File: config.mk
export PLATFORM = sky130hd
export DESIGN_NAME = dioptase_reset_ctrl
export DESIGN_NICKNAME = d
export VERILOG_FILES = /design/src/rtl/dioptase_reset_ctrl_pkg.sv /design/src/rtl/dioptase_reset_ctrl_debounce.sv /design/src/rtl/dioptase_reset_ctrl.sv
export SDC_FILE = /design/constraint.sdc
export NUM_CORES = 1
export LEC_CHECK = 0
export ABC_CLOCK_PERIOD_IN_PS = 5140
export CAP_MARGIN = 30
export CORE_MARGIN = 5
export CORE_UTILIZATION = 40
export CTS_BUF_LIST = sky130_fd_sc_hd__clkbuf_8
export DETAILED_ROUTE_END_ITERATION = 10
export PLACE_DENSITY = 0.56
export SETUP_SLACK_MARGIN = 0.15
export SLEW_MARGIN = 5
export SYNTH_ARGS = -nofsm -noshare
export SYNTH_HDL_FRONTEND = slang
export SYNTH_SLANG_ARGS = --single-unit
File: constraint.sdc
create_clock -name clk -period 5.14 [get_ports clk]
set_input_delay 1.542 -clock clk [delete_from_list [all_inputs] [get_ports clk]]
set_output_delay 1.542 -clock clk [all_outputs]
set_load 0.005 [all_outputs]
File: src/rtl/dioptase_reset_ctrl_pkg.sv
// Shared encodings for the dioptase board reset conditioner: controller states,
// reset-cause codes and the saturating press-count helper.
package dioptase_reset_ctrl_pkg;

    typedef enum logic [1:0] {
        ST_ASSERT   = 2'd0,
        ST_WAIT_MEM = 2'd1,
        ST_RUN      = 2'd2
    } state_e;

    localparam logic CAUSE_POR = 1'b0;
    localparam logic CAUSE_BTN = 1'b1;

    localparam logic [7:0] COUNT_MAX = 8'd255;

    function automatic logic [7:0] sat_inc8(input logic [7:0] value);
        return (value == COUNT_MAX) ? value : value + 8'd1;
    endfunction

endpackage

File: src/rtl/dioptase_reset_ctrl_debounce.sv
// Button synchronizer plus debounce filter: a level change is accepted only after
// DEBOUNCE_CYCLES consecutive synchronized samples disagree with the stable level.
module dioptase_debounce #(
    parameter int SYNC_STAGES     = 2,
    parameter int DEBOUNCE_CYCLES = 1000000
) (
    input  logic clk,
    input  logic rst,
    input  logic din,
    output logic stable,
    output logic fall_pulse,
    output logic rise_pulse
);

    localparam int CNT_W = $clog2(DEBOUNCE_CYCLES + 1);
    localparam logic [CNT_W-1:0] CNT_LAST = CNT_W'(DEBOUNCE_CYCLES - 1);

    logic [SYNC_STAGES-1:0] sync_r;
    logic                   synced_s;
    logic                   accept_s;
    logic [CNT_W-1:0]       cnt_r;
    logic                   stable_r;
    logic                   fall_r;
    logic                   rise_r;

    assign synced_s = sync_r[SYNC_STAGES-1];
    assign accept_s = (synced_s != stable_r) && (cnt_r == CNT_LAST);

    // Synchronizer chain, idles at the released (high) level.
    always_ff @(posedge clk) begin
        if (rst) begin
            sync_r <= {SYNC_STAGES{1'b1}};
        end else begin
            sync_r <= {sync_r[SYNC_STAGES-2:0], din};
        end
    end

    // Debounce counter, accepted level and one-cycle edge pulses.
    always_ff @(posedge clk) begin
        if (rst) begin
            stable_r <= 1'b1;
            cnt_r    <= '0;
            fall_r   <= 1'b0;
            rise_r   <= 1'b0;
        end else begin
            fall_r <= accept_s && !synced_s;
            rise_r <= accept_s && synced_s;
            if (synced_s == stable_r) begin
                cnt_r <= '0;
            end else if (accept_s) begin
                stable_r <= synced_s;
                cnt_r    <= '0;
            end else begin
                cnt_r <= cnt_r + CNT_W'(1);
            end
        end
    end

    assign stable     = stable_r;
    assign fall_pulse = fall_r;
    assign rise_pulse = rise_r;

endmodule

File: src/rtl/dioptase_reset_ctrl.sv
// Board reset conditioner: debounced button, hold stretch, DDR-ready gating,
// registered active-high SoC reset plus cause flag and saturating press count.
module dioptase_reset_ctrl
    import dioptase_reset_ctrl_pkg::*;
#(
    parameter int SYNC_STAGES     = 2,
    parameter int DEBOUNCE_CYCLES = 1000000,
    parameter int HOLD_CYCLES     = 1024,
    parameter bit WAIT_MEM_READY  = 1'b1
) (
    input  logic       clk,
    input  logic       rst,
    input  logic       btn_resetn,
    input  logic       mem_ready,
    output logic       soc_rst,
    output logic       last_cause,
    output logic [7:0] btn_reset_count
);

    localparam int HOLD_W = $clog2(HOLD_CYCLES + 1);
    localparam logic [HOLD_W-1:0] HOLD_LAST = HOLD_W'(HOLD_CYCLES - 1);

    logic              stable_s;
    logic              fall_s;
    logic              rise_unused_s;
    state_e            state_r;
    state_e            base_nxt_s;
    state_e            state_nxt_s;
    logic [HOLD_W-1:0] hold_r;
    logic [HOLD_W-1:0] hold_nxt_s;
    logic              soc_rst_r;
    logic              last_cause_r;
    logic [7:0]        count_r;

    dioptase_debounce #(
        .SYNC_STAGES     (SYNC_STAGES),
        .DEBOUNCE_CYCLES (DEBOUNCE_CYCLES)
    ) u_debounce (
        .clk        (clk),
        .rst        (rst),
        .din        (btn_resetn),
        .stable     (stable_s),
        .fall_pulse (fall_s),
        .rise_pulse (rise_unused_s)
    );

    // Next-state and hold-counter logic; a press always wins and restarts the hold.
    always_comb begin
        base_nxt_s = state_r;
        hold_nxt_s = '0;
        case (state_r)
            ST_ASSERT: begin
                if (!stable_s) begin
                    hold_nxt_s = '0;
                end else if (hold_r == HOLD_LAST) begin
                    base_nxt_s = ST_WAIT_MEM;
                end else begin
                    hold_nxt_s = hold_r + HOLD_W'(1);
                end
            end
            ST_WAIT_MEM: begin
                if (mem_ready || !WAIT_MEM_READY) begin
                    base_nxt_s = ST_RUN;
                end else begin
                    base_nxt_s = ST_WAIT_MEM;
                end
            end
            ST_RUN: begin
                // Calibration is one-shot: a later mem_ready drop is ignored.
                base_nxt_s = ST_RUN;
            end
            default: begin
                base_nxt_s = ST_ASSERT;
            end
        endcase
        state_nxt_s = fall_s ? ST_ASSERT : base_nxt_s;
        if (fall_s) begin
            hold_nxt_s = '0;
        end else begin
            hold_nxt_s = hold_nxt_s;
        end
    end

    // State, hold counter, registered reset output and diagnostics.
    always_ff @(posedge clk) begin
        if (rst) begin
            state_r      <= ST_ASSERT;
            hold_r       <= '0;
            soc_rst_r    <= 1'b1;
            last_cause_r <= CAUSE_POR;
            count_r      <= 8'd0;
        end else begin
            state_r   <= state_nxt_s;
            hold_r    <= hold_nxt_s;
            soc_rst_r <= (state_nxt_s != ST_RUN);
            if (fall_s) begin
                last_cause_r <= CAUSE_BTN;
                count_r      <= sat_inc8(count_r);
            end
        end
    end

    assign soc_rst         = soc_rst_r;
    assign last_cause      = last_cause_r;
    assign btn_reset_count = count_r;

endmodule

; Yosys cells after proc, flatten, opt, wreduce, memory -nomap -nowiden
; Cells that the tools add are included.
[word_totals]
word_cells = 37
register_bits = 47
in_bits = 4
out_inout_bits = 10
[classes]
muxes = 5
n_addsub = 3
n_reduce_logical = 8
bitwise = 4
n_eq_ne = 8
[ops]
columns = op, n
row1 = $add 20x1->20 const B, 1
row2 = $eq 20x20->1 const B, 1
row3 = $add 11x1->11 const B, 1
row4 = $eq 11x10->1 const B, 1
row5 = $add 8x1->8 const B, 1
row6 = $eq 8x8->1 const B, 1
row7 = $mux 2, 4
row8 = $pmux 2 s3, 1
row9 = $reduce_or 5->1, 1
row10 = $not 1->1, 4
row11 = $reduce_and 2->1, 2
row12 = $reduce_or 3->1, 1
row13 = $eq 2x1->1 const B, 1
row14 = $eq 2x2->1 const B, 1
row15 = $logic_and 1x1->1, 2
row16 = $logic_not 2->1, 1
row17 = $ne 2x2->1 const B, 1
row18 = $eq 1x1->1, 1
row19 = $logic_not 1->1, 1
row20 = $ne 1x1->1, 1

; Longest topological paths before layout
[depth]
ltp_word = 6
ltp_mapped = 6
mapped_depth_nobuf = 5

; Cells and area by module
; From an unflattened synthesis, not the netlist that was laid out.
[unflattened]
cells_unflattened = 226
hier_area_um2 = 2062.0
[by_module_without_submodules]
columns = mod, cells_per_inst, seq_area_each_um2, area_each_um2, instances
row1 = dioptase_debounce, 118, 500.5, 1083.5, 1
row2 = dioptase_reset_ctrl, 108, 460.4, 978.4, 1

; Worst setup path before layout
; Ideal clock, no wire load.
[synth_path]
kind = input -> register
from = input rst
to = register state_r[0]
t_arrival_ns = 2.245
cell_stages = 4
setup_slack_ns = 2.821
path_buffers = 0
required_ns = 5.066
setup_time_ns = 0.074
path_cell_list = nor4_1 nand2_1 or3_1 o21ai_0
[synth_lines]
columns = item, line
row1 = from (decl), dioptase_reset_ctrl.sv:12  ; input logic rst,
row2 = to (signal assigned), dioptase_reset_ctrl.sv:93  ; state_r <= state_nxt_s;
row3 = to (decl), dioptase_reset_ctrl.sv:26  ; state_e state_r;

==> out/metrics.cfg <==
[critical_path]
ff2ff_setup_slack_ns = 2.91
start_kind = input pin
rr_worst_depth = 5
path_max_fanout = 15
crit_path_end_kind = register
critPathRequiredTime_ns = 5.35
max_stage_delay_ns = 0.68
cp_data_arrival_time_ns = 3.16
critPathBufInv = 1
cp_top_family = simple AND/OR/NAND/NOR gates
slowest_stage = clkdlybuf4s50_1
r2r-start = u_debounce.cnt_r[0]
r2r-end = u_debounce.cnt_r[18]
cp_cell_sequence = clkdlybuf4s50_1, nor4_1, nand2_1, or3_1, o21ai_0
path_class = in2reg

[routing]
antenna_left = 0
vias = 1516
routed_wl_um = 3410
drt_iter0_drc = 45
wl_per_cell_um = 11.1
drtPass1Iterations = 4
drc = 0
viasPerCell = 4.95

[pwr]
ir_drop_v = 0.000146
p_leak_uw = 0.000778
powerDensity_nw_per_um2 = 277
total_power_uw = 636

[clock_tree]
cts_resized = 0
cts_buffers = 5
cts_max_path_buffers = 2
tritoncts = yes
clock-sinks = 47
postCtsSetupBuffers = 0
hold_buffers = 0
path_clk_slew_ns = 0.08
htreeDepth = 2
root_buffer = clkbuf_8
worstSkewPairLatency_ns = 0.29

[sta]
fmax_ghz = 0.339
post-route-period-util_pct = 57.4
worst_slew_pin_slew_ns = 0.605
relSlewSlack_pct = 59.4
drv_slew = 0
hold_viol_final = 0
holdWs_ns = 0.419
period_minus_slack_ns = 2.95
rsz0062_at_grt = no
tns_ns = 0
setup_viol = 0
clock_skew_ns = 0.00774

[layout]
n_fill_cell = 464
final_cell_mix = dfxtp_1, nor2_1, xor2_1
multi_input_area_um2 = 1010
final_core_utilization_pct = 47.9
layout-drive-gt1-share_pct = 5.86
syn2layout_area_growth_pct = 15.5
antennaDiodeCount = 0
finalNonFillerCells = 306
ff_latch_area_um2 = 941
nets = 246
layout_commonest_cell = dfxtp_1

[placed_design]
routabilityCongestion = 0.714
portBuffers = 13
dpl.hpwl_um = 2390
dp_cells = 299

[synthesis]
seq_area_frac_synth_pct = 47.4
netlist_instances = 222
ys_ff_latch = 47
syn-cell-area_um2 = 1990
syn_nets = 229
synth_cell_types = 34
avgSynthCellArea_um2 = 8.94
synth_warnings = 0

[grt]
grt_pass1_vias = 1344
grt_remaining_overflow = 0
track_usage_pct = 11.5
grt_start_max_net_pins = 21
grt_pass1_wl_um = 5940
grt_antenna_before_repair = 0

[floorplan]
row_count = 25
die-area_um2 = 6470
die_x_um = 80.5
initial_core_util_pct = 41.5
ios = 14
die_h_um = 80.5
core-area_um2 = 4790

[min_path]
min-delay-start = u_debounce.sync_r[0]
hp-class = reg2reg
min_delay_path_depth = 1
worstHoldEndpoint = u_debounce.sync_r[1]

[run_status]
outcome = finished clean

[job]
max_cap_violations = 0

-- cell families (layout without fill, tap and decap cells) --
group | Yosys count | count (layout) | synth area share, %
simple gates | 111 | 111 | 29.7
compound gates | 23 | 23 | 6.62
xor+xnor | 26 | 26 | 11.5
flops | 47 | 47 | 47.4
mux | 2 | 2 | 1.01
fa+ha+maj | 3 | 3 | 1.89
buf+inv | 10 | 27 | 1.95
-- through the flow --
stage / setup WS, ns / instance area, µm²
after floorplan: 2.82 / 1990
after global placement: 1.91 / 2190
after detailed placement: 1.85 / 2190
after CTS: 2.16 / 2290
after global routing: 1.99 / 2290
final: 2.19 / 2290
-- metal layers --
metal / up-vias / global-route usage, % / share of wire, % / wire length (µm)
li1: 808 / - / - / -
met1: 689 / 15.6 / 50 / 1710
met2: 17 / 17.4 / 46 / 1560
met3: 2 / 3.03 / 3.4 / 117
met4: 0 / 4.05 / 0.70 / 24
met5: - / 0 / 0 / 0
-- synth_stat cells --
| master | count | area [µm²] |
|---|---|---|
| dfxtp_1 | 47 | 941 |
| nor2_1 | 37 | 139 |
| xor2_1 | 15 | 131 |
| nand2_1 | 13 | 48.8 |
| nand3_1 | 13 | 65.1 |
| nand4_1 | 11 | 68.8 |
| xnor2_1 | 11 | 96.3 |
| o21ai_0 | 9 | 45.0 |
| a21oi_1 | 7 | 35.0 |
| inv_1 | 6 | 22.5 |
| or3_1 | 6 | 37.5 |
| nor3_1 | 4 | 20.0 |
| o211ai_1 | 4 | 30.0 |
| and2_1 | 3 | 18.8 |
| and3_1 | 3 | 18.8 |
| clkbuf_1 | 3 | 11.3 |
| ha_1 | 3 | 37.5 |
| nor4_1 | 3 | 18.8 |
| and4_1 | 2 | 17.5 |
| mux2i_1 | 2 | 20.0 |
| nand2b_1 | 2 | 12.5 |
| nor2b_1 | 2 | 12.5 |
| nor4b_1 | 2 | 17.5 |
| or2_2 | 2 | 12.5 |
| or4_1 | 2 | 15.0 |
| or4_2 | 2 | 17.5 |
| and3_2 | 1 | 7.51 |
| and4_2 | 1 | 10.0 |
| buf_2 | 1 | 5.00 |
| nand4_4 | 1 | 21.3 |
| nor4bb_1 | 1 | 10.0 |
| o2111ai_1 | 1 | 8.76 |
| o21ai_1 | 1 | 5.00 |
| o31ai_1 | 1 | 7.51 |
-- worst reg2reg max path: stages (launching register included) --
cell and delay, ns:
dfxtp_1 0.41, ha_1 0.32, nand2_1 0.11, or4_1 0.64, or4_1 0.55, a21oi_1 0.14
-- final cells by class --
cell class / instances / share of cell area [%]
clock buffer: 5 / 3.00
clock inverter: 2 / 1.47
inverter: 6 / 0.982
multi-input combinational: 165 / 43.9
sequential: 47 / 41.0
tap: 67 / 3.66
timing repair buffer: 14 / 6.00
-- sequential cells by signal, indices dropped and copies added, names as in the netlist --
register               cells
u_debounce.cnt_r          20
u_debounce.stable          1
u_debounce.sync_r          2
soc_rst                    1
btn_reset_count            8
u_debounce.fall_pulse      1
state_r                    2
hold_r                    11
last_cause                 1
-- how the worst max path moves through the flow --
stage	end	startpoint	slack, ns	cells after the start
after floorplan	state_r[0]	rst	2.82	4
after global placement	hold_r[7]	rst	1.91	5
after detailed placement	hold_r[5]	rst	1.85	5
after CTS	state_r[0]	rst	2.16	5
after global routing	state_r[0]	rst	1.99	5
final	state_r[0]	rst	2.19	5
-- where the power goes --
group / switching (µW) / internal [µW] / leakage, µW / total (µW)
clock: 114 / 141 / 0.0000554 / 254
sequential: 2.51 / 367 / 0.000380 / 369
combinational: 7.23 / 5.62 / 0.000343 / 12.8
Power figures use the tool's default switching activity.
==> RTL change (same flow settings) <==
The 3 states of `state_e` get a one-hot encoding in 3 bits.
--- a/src/rtl/dioptase_reset_ctrl_pkg.sv
+++ b/src/rtl/dioptase_reset_ctrl_pkg.sv
@@ -2,10 +2,10 @@
 // reset-cause codes and the saturating press-count helper.
 package dioptase_reset_ctrl_pkg;
 
-    typedef enum logic [1:0] {
-        ST_ASSERT   = 2'd0,
-        ST_WAIT_MEM = 2'd1,
-        ST_RUN      = 2'd2
+    typedef enum logic [2:0] {
+        ST_ASSERT   = 3'b001,
+        ST_WAIT_MEM = 3'b010,
+        ST_RUN      = 3'b100
     } state_e;
 
     localparam logic CAUSE_POR = 1'b0;
Behaviour: same outputs for any inputs over 10 cycles, from zero or initial values and one cycle with rst high; not proved beyond that.
==> RTL change against the unedited design <==
Combinational power rose by 3%; sequential cell count rose by 1; final area increased by 1.6%; total power fell by 3.0%; sequential share of layout area rose by 0.20 points; worst setup slack gained 0.052 ns; area after synthesis grew 2.7%; clock power is 11% lower; wire length up 3.7%; die area is 2.4% higher; critical endpoint is now hold_r[7].
==> RTL change: results (changes against the unedited design) <==
- Final instance count without filler cells: 317 (+3.6%)
- Post-CTS setup buffer count: 0 (unchanged)
- Hold EP: u_debounce.sync_r[1]
- Register name with the most flops: u_debounce.cnt_r
- Adder-Cell Fraction of Synth Area: 1.84% (-0.050 points)
- FF-to-FF Start: u_debounce.cnt_r[11]
- Post-synth top flop: dfxtp_1
- Global-route wire length before repair: 6580 um (+11%)
- Synth top area cells: dfxtp_1 47%, nor2_1 7.7%, xnor2_1 7.7%
- Dpl hpwl: 2470 um (+3.5%)
- Hold slack: 0.429 ns (+0.00971 ns)
- XOR/XNOR Fraction of Synth Area: 11.2% (-0.30 points)
- Worst Clk Skew: 0.00995 ns (+0.00221 ns)
- Iter 0 DRT Violations: 48 (+6.7%)
- Clock Power Share: 36.8% (-3.2 points)
- CP Max Fanout: 17 (+2)
- Max VDD drop: 0.133 mV (-9.2%)
- Synth cell count leaders: 48 x dfxtp_1, 42 x nor2_1, 18 x xnor2_1
- Tot GR Track Use: 12.7% (+1.2 points)
- FILL cells: 499 (+7.5%)
- Clk pin slew, worst setup/hold paths: 0.10 ns (+0.02 ns)
- P_seq: 377 uW (+2%)
- Compound-Gate Fraction of Synth Area: 6.93% (+0.32 points)
- Post-layout net count: 253 (+2.8%)
- Post-synthesis cell type count: 39 (+15%)
- Post-synthesis mux area share: 0.982% (-0.027 points)
- Cells resized by post-CTS repair: 0 (unchanged)
- Syn_nets: 237 (+3.5%)
- PortBufs: 13 (unchanged)
- Vias/cell: 4.93 (-0.48%)
- Hold Path Class: reg -> reg
- Vias in the first global route: 1540 (+15%)
- Seq/Total Area, Yosys: 47.1% (-0.27 points)
- CTS max path bufs: 2 (unchanged)
- Net switching power: 141 uW (+14%)
- Post-Place Cells: 309 (+3.3%)
- R2R Path End: u_debounce.cnt_r[3]
- Gate Count Post-Synth: 230 (+3.6%)
- Fraction of layout cells with a size suffix above 1: 6.48% (+0.62 points)
- Crit path arrival time: 3.14 ns (-0.02 ns)
- LEAKAGE: 0.000732 uW (-5.9%)
- Worst R2R Setup Slack: 3.12 ns (+0.21 ns)
- Final WL: 3540 um (+3.7%)
- Least-Margin Pin Slew: 0.575 ns (-0.0300 ns)
- Status: finished clean
- Final RePlAce weighted congestion: 0.751 (+5.1%)
## RTL change: cell count changes after synthesis, sizes merged, moves of 5 or more
cell / delta
xor2: -7
xnor2: +7
o21ai: -5
nor2: +5
## RTL change: worst max path at each step
stage | startpoint | end | depth (start not counted)
after floorplan | rst | hold_r[2] | 6
after global placement | rst | hold_r[2] | 5
after detailed placement | rst | hold_r[7] | 5
after CTS | rst | hold_r[7] | 5
after global routing | rst | hold_r[2] | 5
final | rst | hold_r[7] | 5
## RTL change: cells by family (layout without fill, tap and decap cells)
| group | after synthesis | after routing |
|---|---|---|
| AO/OA/AOI/OAI | 21 | 21 |
| XOR/XNOR | 26 | 26 |
| adder cells (fa/ha/maj) | 3 | 3 |
| buffers and inverters | 15 | 32 |
| AND/OR/NAND/NOR | 115 | 115 |
| multiplexers | 2 | 2 |
| flip-flops | 48 | 48 |
## RTL change: layer usage
metal  track usage [%]  vias to the layer above  share of wire, %
met4              7.09                        0               1.8
met1              15.5                      705                50
met5                 0                        -                 0
met2              20.0                       18                46
li1                  -                      834                 -
met3              3.33                        6               2.4
## RTL change: worst max-delay path, cell delays in order
cell and delay, ns:
clkdlybuf4s50_1 0.70, nor2_1 0.24, nand2_1 0.13, or2_2 0.41
nor2_1 0.12
## RTL change: cell type report
type | instances | area share, %
Multi-Input combinational cell | 167 | 43.5
Sequential cell | 48 | 41.2
Timing Repair Buffer | 14 | 5.90
Tap cell | 70 | 3.76
Clock buffer | 5 | 2.95
Inverter | 10 | 1.61
Clock inverter | 3 | 1.02
## RTL change: through the flow
stage,setup slack (ns),cell area (um2),total power [uW]
floorplan,2.62,2040,395
CTS,2.21,2330,628
global route,2.07,2330,651
global placement,1.92,2240,399
finish,2.24,2330,617
detailed placement,1.89,2240,400
